File: src/rtl/seq_det_pkg.sv
// Shared constants and helpers for the programmable sequence detector.
// Reset-time pattern defaults and length clamping live here.
package seq_det_pkg;

    localparam int        DEF_MAX_LEN = 8;
    localparam int        DEF_CNT_W   = 16;
    localparam int        DEF_PAT     = 'b101;
    localparam int        DEF_LEN_C   = 3;
    localparam bit        DEF_OVL     = 1'b1;

    // Bits needed to hold a length of 0..max_len inclusive.
    function automatic int len_w(input int max_len);
        return $clog2(max_len + 1);
    endfunction

    // Lengths beyond the supported maximum are treated as the maximum.
    function automatic int unsigned clamp_len(input int unsigned len,
                                              input int unsigned max_len);
        return (len > max_len) ? max_len : len;
    endfunction

endpackage

File: src/rtl/seq_detector_prog_sat_counter.sv
// Saturating up-counter with a clear that beats a coincident increment.
// Holds at all-ones once reached.
module sat_counter #(
    parameter int W = 16
) (
    input  logic         clk,
    input  logic         rst_n,
    input  logic         clr,
    input  logic         inc,
    output logic [W-1:0] q
);

    // Clear first, then count unless already saturated.
    always_ff @(posedge clk or negedge rst_n) begin
        if (!rst_n) begin
            q <= '0;
        end else if (clr) begin
            q <= '0;
        end else if (inc && (q != '1)) begin
            q <= q + W'(1);
        end
    end

endmodule

File: src/rtl/seq_detector_prog.sv
// Programmable serial pattern detector with overlap control,
// input qualifier and saturating match counter.
module seq_detector_prog
    import seq_det_pkg::*;
#(
    parameter int MAX_LEN     = DEF_MAX_LEN,
    parameter int CNT_W       = DEF_CNT_W,
    parameter int DEF_PATTERN = DEF_PAT,
    parameter int DEF_LEN     = DEF_LEN_C,
    parameter bit DEF_OVERLAP = DEF_OVL,
    localparam int LEN_W      = len_w(MAX_LEN)
) (
    input  logic               clk,
    input  logic               rst_n,
    input  logic               cfg_load,
    input  logic [MAX_LEN-1:0] cfg_pattern,
    input  logic [LEN_W-1:0]   cfg_len,
    input  logic               cfg_overlap,
    input  logic               en,
    input  logic               x_valid,
    input  logic               x,
    output logic               match,
    output logic [CNT_W-1:0]   match_cnt,
    input  logic               cnt_clr
);

    logic [MAX_LEN-1:0] pat_q;
    logic [LEN_W-1:0]   len_q;
    logic               ovl_q;
    logic [MAX_LEN-1:0] hist_q;
    logic [LEN_W-1:0]   fill_q;

    logic               accepted;
    logic [MAX_LEN-1:0] next_hist;
    logic [MAX_LEN-1:0] mask;
    logic [LEN_W:0]     fill_inc;
    logic               hit;
    logic [LEN_W-1:0]   fill_nxt;
    logic [LEN_W-1:0]   len_d;

    assign accepted  = en && x_valid && !cfg_load;
    assign next_hist = {hist_q[MAX_LEN-2:0], x};
    assign fill_inc  = {1'b0, fill_q} + (LEN_W+1)'(1);
    assign len_d     = LEN_W'(clamp_len(32'(cfg_len), MAX_LEN));

    // Compare mask covers only the low len bits of history and pattern.
    always_comb begin
        mask = '0;
        for (int i = 0; i < MAX_LEN; i++) begin
            mask[i] = (LEN_W'(i) < len_q);
        end
    end

    // A hit needs a non-empty pattern, enough fresh bits and equality.
    always_comb begin
        hit = accepted && (len_q != '0)
            && (fill_inc >= {1'b0, len_q})
            && (((next_hist ^ pat_q) & mask) == '0);
        if (hit && !ovl_q) begin
            fill_nxt = '0;
        end else if (fill_inc >= {1'b0, len_q}) begin
            fill_nxt = len_q;
        end else begin
            fill_nxt = fill_inc[LEN_W-1:0];
        end
    end

    // Config registers, history, fill level and the match pulse.
    always_ff @(posedge clk or negedge rst_n) begin
        if (!rst_n) begin
            pat_q  <= MAX_LEN'(DEF_PATTERN);
            len_q  <= LEN_W'(DEF_LEN);
            ovl_q  <= DEF_OVERLAP;
            hist_q <= '0;
            fill_q <= '0;
            match  <= 1'b0;
        end else if (cfg_load) begin
            pat_q  <= cfg_pattern;
            len_q  <= len_d;
            ovl_q  <= cfg_overlap;
            fill_q <= '0;
            match  <= 1'b0;
        end else if (accepted) begin
            hist_q <= next_hist;
            fill_q <= fill_nxt;
            match  <= hit;
        end else begin
            match  <= 1'b0;
        end
    end

    sat_counter #(.W(CNT_W)) u_cnt (
        .clk   (clk),
        .rst_n (rst_n),
        .clr   (cnt_clr),
        .inc   (hit),
        .q     (match_cnt)
    );

endmodule

File: config.mk
export PLATFORM = sky130hd
export DESIGN_NAME = seq_detector_prog
export DESIGN_NICKNAME = d
export VERILOG_FILES = /design/src/rtl/seq_det_pkg.sv /design/src/rtl/seq_detector_prog_sat_counter.sv /design/src/rtl/seq_detector_prog.sv
export SDC_FILE = /design/constraint.sdc
export NUM_CORES = 1
export LEC_CHECK = 0
export BUFFER_PORTS_ARGS = -buffer_cell sky130_fd_sc_hd__buf_2
export CAP_MARGIN = 20
export CORE_ASPECT_RATIO = 1.2
export CORE_MARGIN = 5
export CORE_UTILIZATION = 30
export DETAILED_ROUTE_END_ITERATION = 7
export GPL_ROUTABILITY_DRIVEN = 0
export SLEW_MARGIN = 10
export SYNTH_ARGS = -nofsm -noshare
export SYNTH_HDL_FRONTEND = slang
export SYNTH_SLANG_ARGS = --single-unit
export TNS_END_PERCENT = 50
File: constraint.sdc
create_clock -name clk -period 3.19 [get_ports clk]
set_input_delay 0.957 -clock clk [delete_from_list [all_inputs] [get_ports clk]]
set_output_delay 0.957 -clock clk [all_outputs]
set_load 0.01 [all_outputs]
-- Yosys cells after proc, flatten, opt, wreduce, memory -nomap -nowiden
Cells that the tools add are included.
- flip-flop bits (word level): 41
- input bits: 20
- output and inout bits: 17
- logic and storage cells: 46
- $add $sub $neg: 2
- order comparisons: 10
- equality and inequality tests: 1
- mux-type cells: 9
- bitwise gates (word level): 3
- reductions and logical operators: 14
- operators by type and width (operator ; count):
    $mux W16 ; 2
    $mux W4 ; 5
    $add A16 B1 Y16 const B ; 1
    $lt A3 B4 Y1 const A ; 4
    $ne A16 B16 Y1 const B ; 1
    $and A8 B8 Y8 ; 1
    $logic_not A8 Y1 ; 1
    $lt A1 B4 Y1 const A ; 2
    $lt A2 B4 Y1 const A ; 2
    $xor A8 B8 Y8 ; 1
    $logic_and A1 B1 Y1 ; 7
    $add A4 B1 Y5 const B ; 1
    $ge A5 B4 Y1 ; 1
    $gt A4 B4 Y1 const B ; 1
    $reduce_bool A2 Y1 ; 2
    $reduce_bool A4 Y1 ; 1
    $logic_not A1 Y1 ; 2
    $mux W1 ; 2
    $reduce_and A2 Y1 ; 1
    $not A1 Y1 ; 1

-- Longest topological paths before layout
Gate-level depths: netlist (run 1).
- depth in word-level cells: 9
- depth in mapped cells: 9
- depth with buffers taken out: 8

-- By module
Synthesis (run 1) repeated with hierarchy kept, for this count alone.
- cell total of the unflattened synthesis: 209
- area, all modules: 2239.6 um^2
- modules (own cells, without submodules) (module ; times used ; cells an instance ; area each (um^2) ; sequential area each (um^2)):
    seq_detector_prog ; 1 ; 111 ; 1297.5 ; 631.9
    sat_counter ; 1 ; 98 ; 942.2 ; 400.4

-- Worst setup path before layout (run 1)
Ideal clock, no wire load.
- kind: in2reg
- from: in en
- to: reg u_cnt.q[8]
- library setup time: 0.125 ns
- arrival time: 2.534 ns
- data required time: 3.065 ns
- path slack: 0.531 ns
- stages on the path: 8
- path buffers: 2
- cell sequence: nand2_1 or2_0 buf_6 a2111oi_4 nand3_2 buf_4 nor3_1 mux2_2
- word-level cells in the longest chain between the ends: 7
- ends and longest elaborated chain (what ; line ; RTL):
    start: declaration ; seq_detector_prog.sv:19 ; input logic en,
    $logic_and A1 B1 Y1 (2 in series) ; seq_detector_prog.sv:41 ; assign accepted = en && x_valid && !cfg_load;
    $logic_and A1 B1 Y1 ; seq_detector_prog.sv:56 ; hit = accepted && (len_q != '0)
    $logic_and A1 B1 Y1 ; seq_detector_prog.sv:57 ; && (fill_inc >= {1'b0, len_q})
    $logic_and A1 B1 Y1 ; seq_detector_prog.sv:58 ; && (((next_hist ^ pat_q) & mask) == '0);
    $logic_and A1 B1 Y1 ; seq_detector_prog_sat_counter.sv:19 ; end else if (inc && (q != '1)) begin
    $reduce_bool A2 Y1 (no line) ; -- ;
    end signal: assignment ; seq_detector_prog_sat_counter.sv:20 ; q <= q + W'(1);
    end: declaration ; seq_detector_prog_sat_counter.sv:10 ; output logic [W-1:0] q
Every way passes these cells.
A chain may end at the register's enable or synchronous reset.

-- Worst setup path after layout (run 1)
- from: reg fill_q[0]
- to: reg u_cnt.q[11]
- word-level cells in the longest chain between the ends: 6
- ends and longest elaborated chain (what ; line ; RTL):
    start: declaration ; seq_detector_prog.sv:31 ; logic [LEN_W-1:0] fill_q;
    start signal: assignment ; seq_detector_prog.sv:85 ; fill_q <= fill_nxt;
    $add A4 B1 Y5 ; seq_detector_prog.sv:43 ; assign fill_inc = {1'b0, fill_q} + (LEN_W+1)'(1);
    $ge A5 B4 Y1 ; seq_detector_prog.sv:57 ;
    $logic_and A1 B1 Y1 ; seq_detector_prog.sv:57 ;
    $logic_and A1 B1 Y1 ; seq_detector_prog.sv:58 ;
    $logic_and A1 B1 Y1 ; seq_detector_prog_sat_counter.sv:19 ;
    $reduce_bool A2 Y1 (no line) ; -- ;
Every way passes these cells.

==> impl_results.md, run 1 <==
- Port Buf Inserts: 36
- Psw: 0.000342 W
- CTS sink count: 41
- I/O pin total: 37
- Mean Syn Cell Area: 9.51 µm²
- Initial DRC count: 74
- Unique masters post-synth: 38
- CTS H-tree lvls: 2
- Clock root cell: clkbuf_8
- Non-filler cells, final: 364
- Clk Latency, worst-skew pair: 0.29 ns
- Peak VDD IR: 0.000308 V
- Post-DR wirelength/cell: 14.0 µm
- Clk_skew: 0.00632 ns
- Leakage: 1.15 nW
- # DRC: 0
- Sw frac: 28.9%
- RR Startpoint: fill_q[0]
- Worst reg2reg path endpoint: u_cnt.q[11]
- First-pass GRT wire length: 8550 µm
- Syn. warnings: 0
- Initial antenna violation count: 0
- Post-Route WL: 5080 µm
- DPL Wire Length: 3690 µm
- Clock Pin Slew Worst Setup and Hold Paths: 0.08 ns
- Async SR Flop Fraction: 100%
- Chip height: 105 µm
- Worst slew margin: 37.1%
- Worst Hold Path EP: hist_q[6]
- Final setup fails: 0
- Critical path arrival: 2.92 ns
- Crit. End Element: register
- Share of cells above drive strength 1: 26.3%
- Worst endpoint required time: 3.40 ns
- Most frequent cells in the layout: nand2_1 (38), dfrtp_1 (36), buf_2 (36), mux2_2 (16), nor2_1 (15)
- Cells after synthesis: 236
- Crit-path max cell delay: 0.56 ns
- Slew @ Worst Pin: 0.944 ns
- Sequential cell area: 1030 µm²
- Hold Fails Final Rpt: 0
- Layout Nets: 299
- EDFF count, synth: 0
- HP Start: hist_q[6]
- Post-DRT Antenna Nets: 0
- Highest Clock Rate: 369 MHz
- Clock Tree Buf Depth: 2
- Critical Setup Path Class: reg2reg
- Initial Util: 30.8%
- Core Region: 7270 µm²
- Fin crit period: 2.71 ns
- Area growth, synth to finish: 16.5%
- Std cell rows: 34
- Crit path cell chain: ha_1 -> xor2_1 -> ha_1 -> o21ai_0 -> o21ai_2 -> nand3_2 -> or4_1 -> a21oi_1
- Hold Buf Count CTS: 0
- Worst path most repeated cell: ha_1
- Gr ovfl total: 0
- Placed Cells: 356
- Vias after detailed routing: 1859
- Vias in the first global route: 1795
- Area of the multi-input gates: 1130 µm²
- Synthesized area: 2240 µm²
- Fin. max-slew vios: 0
- Post-synthesis sequential area ratio: 46.0%
- Die area: 9310 µm²
- Outcome: finished, final reports clean
- CTS tree: yes
- Clock Power Share: 32.0%
- CTS Buf Count: 5
- Hold depth: 2
- Int Pwr: 0.000842 W
- Most common cell after layout, fill and taps aside: nand2_1
- Reg2reg setup slack: 0.48 ns
- Top Family by Delay on Critical Path: simple AND/OR/NAND/NOR gates
- FILL cells: 747
- Buffers and inverters on the worst path: 0
- Max stage delay cell, worst path: or4_1
- Seq pwr share: 51.1%
- All-Layer GR Usage: 11.2%
- DRT Pass-1 Iters: 4
- Cell Pwr Density: 453 nW/µm²
- Synth Register Bits: 41
- Startpoint types: register
- Combinational share of power: 16.9%
- Primary FF master, synth: dfrtp_1
- N_diodes: 0
- Chip Width: 88.9 µm
- Post-CTS setup buffer count: 0
- Max_cap viols: 0
- Final setup TNS: 0 ns
- Top fanout value on the critical path: 17
- Worst R2R Path Depth: 8
- Post-Syn Nets: 262
- RSZ-0062 raised after global routing: false
- Post-CTS resize count: 0
- Number of vias per cell: 5.11
- Period utilisation layout: 84.9%
- Largest net degree at the start of global routing: 42
- Hold WC Path Type: reg2reg
-- cell type report --
type                            instances  share of cell area [%]
Sequential cell                        41                    39.5
Tap cell                               90                    4.31
Timing Repair Buffer                   39                    7.75
Clock buffer                            7                    3.69
Inverter                                8                    1.15
Multi-Input combinational cell        178                    43.4
Clock inverter                          1                   0.191
-- cells in the mapped netlist (3+ instances only) --
cell	number	area (µm²)
nand2_1	38	143
o31ai_1	9	67.6
mux2_2	16	180
nor3_1	7	35.0
o21ai_0	11	55.1
xnor2_1	6	52.6
ha_1	6	75.1
a21oi_1	12	60.1
inv_1	8	30.0
dfrtp_1	36	901
nand4_1	7	43.8
o22ai_1	3	18.8
or4_1	7	52.6
nor2b_1	7	43.8
nand3_1	9	45.0
xor2_1	4	35.0
dfstp_2	5	131
clkbuf_1	5	18.8
or3_1	3	18.8
nor2_1	15	56.3
-- how the worst max path moves through the flow --
stage	to	startpoint	slack [ns]	cells past startpoint
2_1_floorplan	u_cnt.q[8]	en	0.53	8
3_3_place_gp	u_cnt.q[9]	en	0.35	7
3_5_place_dp	u_cnt.q[7]	en	0.32	7
4_1_cts	u_cnt.q[11]	fill_q[0]	0.46	8
5_1_grt	u_cnt.q[7]	fill_q[0]	0.25	8
6_report	u_cnt.q[11]	fill_q[0]	0.48	8
-- logic make-up (layout without fill, tap and decap cells) --
kind of cell | after synthesis | after routing | share of synthesized area, %
buffers and inverters | 17 | 55 | 3.40
AOI/OAI and AO/OA | 41 | 41 | 11.8
muxes | 18 | 18 | 8.92
adders and majority gates | 6 | 6 | 3.35
xor gates and xnor gates | 10 | 10 | 3.90
DFF | 41 | 41 | 46.0
and+or+nand+nor | 103 | 103 | 22.6
-- state kept, by name, indices dropped and copies added (netlist names) --
name / count
u_cnt.q: 16
pat_q: 8
fill_q: 4
len_q: 4
match: 1
ovl_q: 1
hist_q: 7
-- routing by layer --
| metal | part of all wire (%) | track usage [%] | wire [µm] |
|---|---|---|---|
| met4 | 0.94 | 2.34 | 48 |
| met3 | 5.8 | 2.83 | 296 |
| met1 | 45 | 14.4 | 2260 |
| met2 | 49 | 18.8 | 2480 |
| met5 | 0 | 0 | 0 |
-- worst register-to-register path, cell delays in order, from the launching register on --
cell	delay, ns
dfrtp_1	0.45
ha_1	0.26
xor2_1	0.19
ha_1	0.28
o21ai_0	0.08
o21ai_2	0.33
nand3_2	0.34
or4_1	0.56
a21oi_1	0.14
-- metrics by stage --
step                      instance area [µm²]  util [%]  total power (W)  worst slack, ns  hold WS [ns]
final                                    2610      35.9          0.00118            0.483         0.515
after global routing                     2610      35.9          0.00126            0.253         0.531
after CTS                                2610      35.9          0.00120            0.460         0.521
after detailed placement                 2510      34.5         0.000819            0.324         0.498
after global placement                   2510      34.5         0.000812            0.348         0.488
after floorplan                          2240         -         0.000752            0.531         0.463
-- power by group through the flow --
stage | logic (W) | clock network [W] | registers, W
CTS | 0.000204 | 0.000394 | 0.000606
finish | 0.000200 | 0.000379 | 0.000605
global route | 0.000229 | 0.000418 | 0.000612
detailed placement | 0.000203 | 0 | 0.000616
global placement | 0.000197 | 0 | 0.000615
floorplan | 0.000149 | 0 | 0.000603
(Power assumes the default switching activity.)
==> run 2: changes to the inputs <==
clock period = 2.45 ns   (was 3.19 ns; I/O delays follow)
==> run 2 against run 1 <==
Critical path depth is 1 higher; design area increased by 8.2%; sequential power up 31%; first-iteration DRC count down 35%; flip-flop and latch count unchanged; clock skew is 0.0049 ns higher; clock-buffer cell count is 2 lower; via count is 1.5% higher; global-route usage is 0.23 points higher; wire length grew 0.90%; sequential share of layout area shrank 2.9 points; highest routed layer unchanged.
==> impl_results.md, run 2 (synthesis gave the netlist of run 1 again) <==
- Outcome: finished, final reports clean
- Clk_skew: 0.0112 ns
- Share of cells above drive strength 1: 35.4%
- Biggest regs: u_cnt.q: 16 flops, pat_q: 8 flops, hist_q: 7 flops
- RR Startpoint: fill_q[1]
- DPL Wire Length: 3710 µm
- Post-DR wirelength/cell: 13.7 µm
- Period utilisation layout: 98.4%
- Int Pwr: 0.00107 W
- First-pass GRT wire length: 8650 µm
- Worst slew margin: 62.3%
- Worst reg2reg path endpoint: u_cnt.q[7]
- Seq pwr share: 51.4%
- Psw: 0.000465 W
- Vias in the first global route: 1869
- Placed Area: 2570 µm²
- Chip Width: 88.9 µm
- Clock Tree Buf Depth: 2
- Critical path arrival: 2.64 ns
- Std cell rows: 34
- Clock Power Share: 28.3%
- CTS Buf Count: 5
- Final setup fails: 0
- Cell Pwr Density: 544 nW/µm²
- Fin. max-slew vios: 0
- Initial DRC count: 48
- Peak VDD IR: 0.000385 V
- Largest net degree at the start of global routing: 42
- Chip height: 105 µm
- Total Power: 0.00154 W
- Hold Fails Final Rpt: 0
- Leakage: 1.22 nW
- CTS sink count: 41
- Top reg by flops: u_cnt.q
- Die area: 9310 µm²
- Hold WS: 0.501 ns
- Clock root cell: clkbuf_8
- Worst R2R Path Depth: 9
- Port Buf Inserts: 36
- Initial Util: 30.8%
- Top fanout value on the critical path: 8
- CTS tree: yes
- Max reg flops: 16
- Final setup TNS: 0 ns
- Clock Pin Slew Worst Setup and Hold Paths: 0.08 ns
- Post-Route WL: 5130 µm
- Reg2reg setup slack: 0.04 ns
- RSZ-0062 raised after global routing: true
- I/O pin total: 37
- Number of vias per cell: 5.03
- Slew @ Worst Pin: 0.560 ns
- Layout Nets: 310
- Initial antenna violation count: 0
- Sw frac: 30.2%
- CTS H-tree lvls: 2
- Worst endpoint required time: 2.68 ns
- Max_cap viols: 0
- # DRC: 0
- Combinational share of power: 20.3%
- FILL cells: 721
- Design area: 2830 µm²
- Startpoint types: register
- All-Layer GR Usage: 11.4%
- DRT Pass-1 Iters: 4
- Crit. End Element: register
- N_diodes: 0
- Core Region: 7270 µm²
- Most common cell after layout, fill and taps aside: nand2_1
- Clk Latency, worst-skew pair: 0.29 ns
- Post-DRT Antenna Nets: 0
- Area growth, synth to finish: 26.0%
- Hold WC Path Type: in2async
- Hold Buf Count CTS: 0
- Vias after detailed routing: 1887
- Most frequent cells in the layout: nand2_1 (38), buf_2 (36), dfrtp_1 (35), mux2_2 (16), nor2_1 (15)
- Critical Setup Path Class: reg2reg
- Fin crit period: 2.41 ns
- Highest Clock Rate: 415 MHz
- Gr ovfl total: 0
run 2: area by class of cell:
type,instances,area (µm²),area share [%]
inverters,8,30.0,1.06
multi-input cells,178,1250,44.2
clock inverters,3,17.5,0.619
well taps,90,113,3.98
repair buffers,50,314,11.1
flip-flops and latches,41,1030,36.5
clock buffers,5,68.8,2.43
run 2: routing by layer:
metal  share of wire, %  wire length [µm]  GRT usage (%)
met2                 50              2550           18.3
met5                  0                 0              0
met4                1.1                57           3.30
met1                 44              2240           15.1
met3                5.6               286           2.99
run 2: power groups by stage:
stage	logic [W]	clock network, W	registers, W
2_1_floorplan	0.000194	0	0.000785
3_3_place_gp	0.000273	0	0.000798
6_report	0.000313	0.000435	0.000791
5_1_grt	0.000351	0.000491	0.000799
3_5_place_dp	0.000281	0	0.000800
4_1_cts	0.000282	0.000459	0.000787
run 2: worst max-delay path by stage:
stage | startpoint | to | slack [ns]
after floorplan | en | u_cnt.q[8] | 0.01
after global placement | en | u_cnt.q[7] | -0.03
after detailed placement | en | u_cnt.q[13] | -0.09
after CTS | fill_q[1] | u_cnt.q[13] | 0.10
after global routing | fill_q[0] | u_cnt.q[11] | -0.05
final | fill_q[1] | u_cnt.q[7] | 0.04
run 2: timing repair:
item / in CTS / in global routing
setup buffers: 0 / 2
gates resized for setup: 0 / 26
endpoints found under the setup margin: 0 / 16
run 2: per-stage QoR:
step                std cells  util (%)  setup WS, ns
floorplan                 236         -        0.0129
global placement          364      35.4       -0.0338
detailed placement        364      35.4       -0.0868
CTS                       372      36.5         0.103
global route              375      38.9       -0.0463
finish                    375      38.9        0.0385
run 2: critical path: stages, from the launching register on:
cell	delay [ns]
dfrtp_1	0.44
ha_4	0.20
xor2_4	0.19
ha_4	0.27
o21ai_2	0.05
o21ai_2	0.24
nand3_2	0.17
buf_8	0.19
or4_4	0.47
a21oi_2	0.12
==> run 3: changes to the inputs <==
PLACE_DENSITY = 0.51   (was unset)
==> run 3 against run 2 <==
First-iteration DRC count rose by 130%; largest power group unchanged; die area unchanged; total power grew 7.9%; hold slack improved by 0.0050 ns; design area down 2.6%; fmax is 4.2% higher; via count shrank 0.74%; clock power rose by 31%.
==> impl_results.md, run 3 (synthesis gave the netlist of run 1 again) <==
- Worst R2R Path Depth: 9
- Initial DRC count: 108
- Vias after detailed routing: 1873
- Chip Width: 88.9 µm
- Period utilisation layout: 94.4%
- Int Pwr: 0.00121 W
- Max reg flops: 16
- Final setup fails: 0
- Outcome: finished, final reports clean
- Fin. max-slew vios: 0
- Place WS: -0.143 ns
- Reg2reg setup slack: 0.14 ns
- FILL cells: 723
- Hold Buf Count CTS: 0
- RR Startpoint: fill_q[1]
- First-pass GRT wire length: 8760 µm
- Setup WS post-layout: 0.136 ns
- Max_cap viols: 0
- Hold WC Path Type: in2async
- # DRC: 0
- Vias in the first global route: 1925
- Sequential cell area: 1030 µm²
- Combinational share of power: 18.3%
- I/O pin total: 37
- Most common cell after layout, fill and taps aside: nand2_1
- Worst reg2reg path endpoint: u_cnt.q[7]
- Clock Power Share: 34.4%
- Largest net degree at the start of global routing: 42
- Peak VDD IR: 0.000350 V
- CTS H-tree lvls: 2
- CTS Buf Count: 5
- Post-Route WL: 5190 µm
- Fin crit period: 2.31 ns
- Post-DRT Antenna Nets: 0
- Critical path arrival: 2.53 ns
- Highest Clock Rate: 432 MHz
- Max stage delay cell, worst path: or4_1
- Placed Area: 2610 µm²
- Initial Util: 30.8%
- CTS sink count: 41
- Buffers and inverters on the worst path: 1
- Worst endpoint required time: 2.66 ns
- DRT Pass-1 Iters: 4
- Leakage: 1.21 nW
- All-Layer GR Usage: 11.5%
- DPL Wire Length: 3710 µm
- Clock root cell: clkbuf_8
- Die area: 9310 µm²
- Chip height: 105 µm
- Sw frac: 27.4%
- Clock Tree Buf Depth: 2
- Port Buf Inserts: 36
- Gr ovfl total: 0
- Top reg by flops: u_cnt.q
- Most frequent cells in the layout: nand2_1 (38), dfrtp_1 (36), buf_2 (36), mux2_2 (16), nor2_1 (15)
- Clk_skew: 0.00730 ns
- Crit-path max cell delay: 0.46 ns
- Critical Setup Path Class: reg2reg
- Crit path cell chain: ha_2 -> xor2_2 -> ha_1 -> o21ai_0 -> o21ai_2 -> nand3_2 -> buf_6 -> or4_1 -> a21oi_1
- Area growth, synth to finish: 22.8%
- Biggest regs: u_cnt.q: 16 flops, pat_q: 8 flops, hist_q: 7 flops
- Post-DR wirelength/cell: 13.8 µm
- Psw: 0.000454 W
- Std cell rows: 34
- Share of cells above drive strength 1: 30.4%
- N_diodes: 0
- Clock Pin Slew Worst Setup and Hold Paths: 0.08 ns
- Top Family by Delay on Critical Path: simple AND/OR/NAND/NOR gates
- Top fanout value on the critical path: 13
- CTS tree: yes
- Layout Nets: 311
- Crit. End Element: register
- Initial antenna violation count: 0
- Cell Pwr Density: 603 nW/µm²
- Number of vias per cell: 4.98
- Startpoint types: register
- Area of the multi-input gates: 1150 µm²
- Core Region: 7270 µm²
- Clk Latency, worst-skew pair: 0.29 ns
- RSZ-0062 raised after global routing: true
- Design area: 2760 µm²
- Slew @ Worst Pin: 0.544 ns
- Worst slew margin: 63.7%
- Seq pwr share: 47.3%
- Hold Fails Final Rpt: 0
run 3: stage by stage:
stage | hold WS (ns) | instances | total power (W) | setup TNS (ns) | util [%]
final | 0.506 | 376 | 0.00166 | 0 | 37.9
after global routing | 0.543 | 376 | 0.00175 | -0.0445 | 37.9
after CTS | 0.509 | 375 | 0.00168 | 0 | 37.4
after detailed placement | 0.481 | 367 | 0.00110 | -0.811 | 35.8
after global placement | 0.483 | 367 | 0.00109 | -0.217 | 35.8
after floorplan | 0.439 | 236 | 0.000979 | 0 | -
run 3: what timing repair did:
action	in CTS	in global routing
setup buffers	0	1
setup endpoints to repair	0	11
resized for setup	0	5
run 3: worst max path at each step:
stage	start	to	slack, ns	cells after the start
6_report	fill_q[1]	u_cnt.q[7]	0.14	9
3_3_place_gp	en	u_cnt.q[13]	-0.08	8
2_1_floorplan	en	u_cnt.q[8]	0.01	8
5_1_grt	fill_q[1]	u_cnt.q[9]	-0.03	9
3_5_place_dp	en	u_cnt.q[13]	-0.14	8
4_1_cts	fill_q[1]	u_cnt.q[11]	0.10	9
run 3: per-layer routing:
metal  global-route usage, %  part of all wire [%]  vias to the layer above
met5                       0                     0                        -
met4                    3.51                   1.1                        0
met3                    2.60                   5.8                        6
met2                    18.5                    46                       46
met1                    15.3                    47                      879
li1                        -                     -                      942
run 3: power by group through the flow:
stage,Clock [W],Sequential [W],Combinational [W]
final,0.000571,0.000785,0.000304
after global routing,0.000611,0.000793,0.000345
after CTS,0.000591,0.000786,0.000298
after detailed placement,0,0.000799,0.000297
after global placement,0,0.000798,0.000292
after floorplan,0,0.000785,0.000194
run 3: area by class of cell:
class / instances / area share [%]
Clock inverter: 1 / 1.09
Timing Repair Buffer: 51 / 11.2
Multi-Input combinational cell: 178 / 41.9
Inverter: 8 / 1.09
Clock buffer: 7 / 3.13
Tap cell: 90 / 4.09
Sequential cell: 41 / 37.5
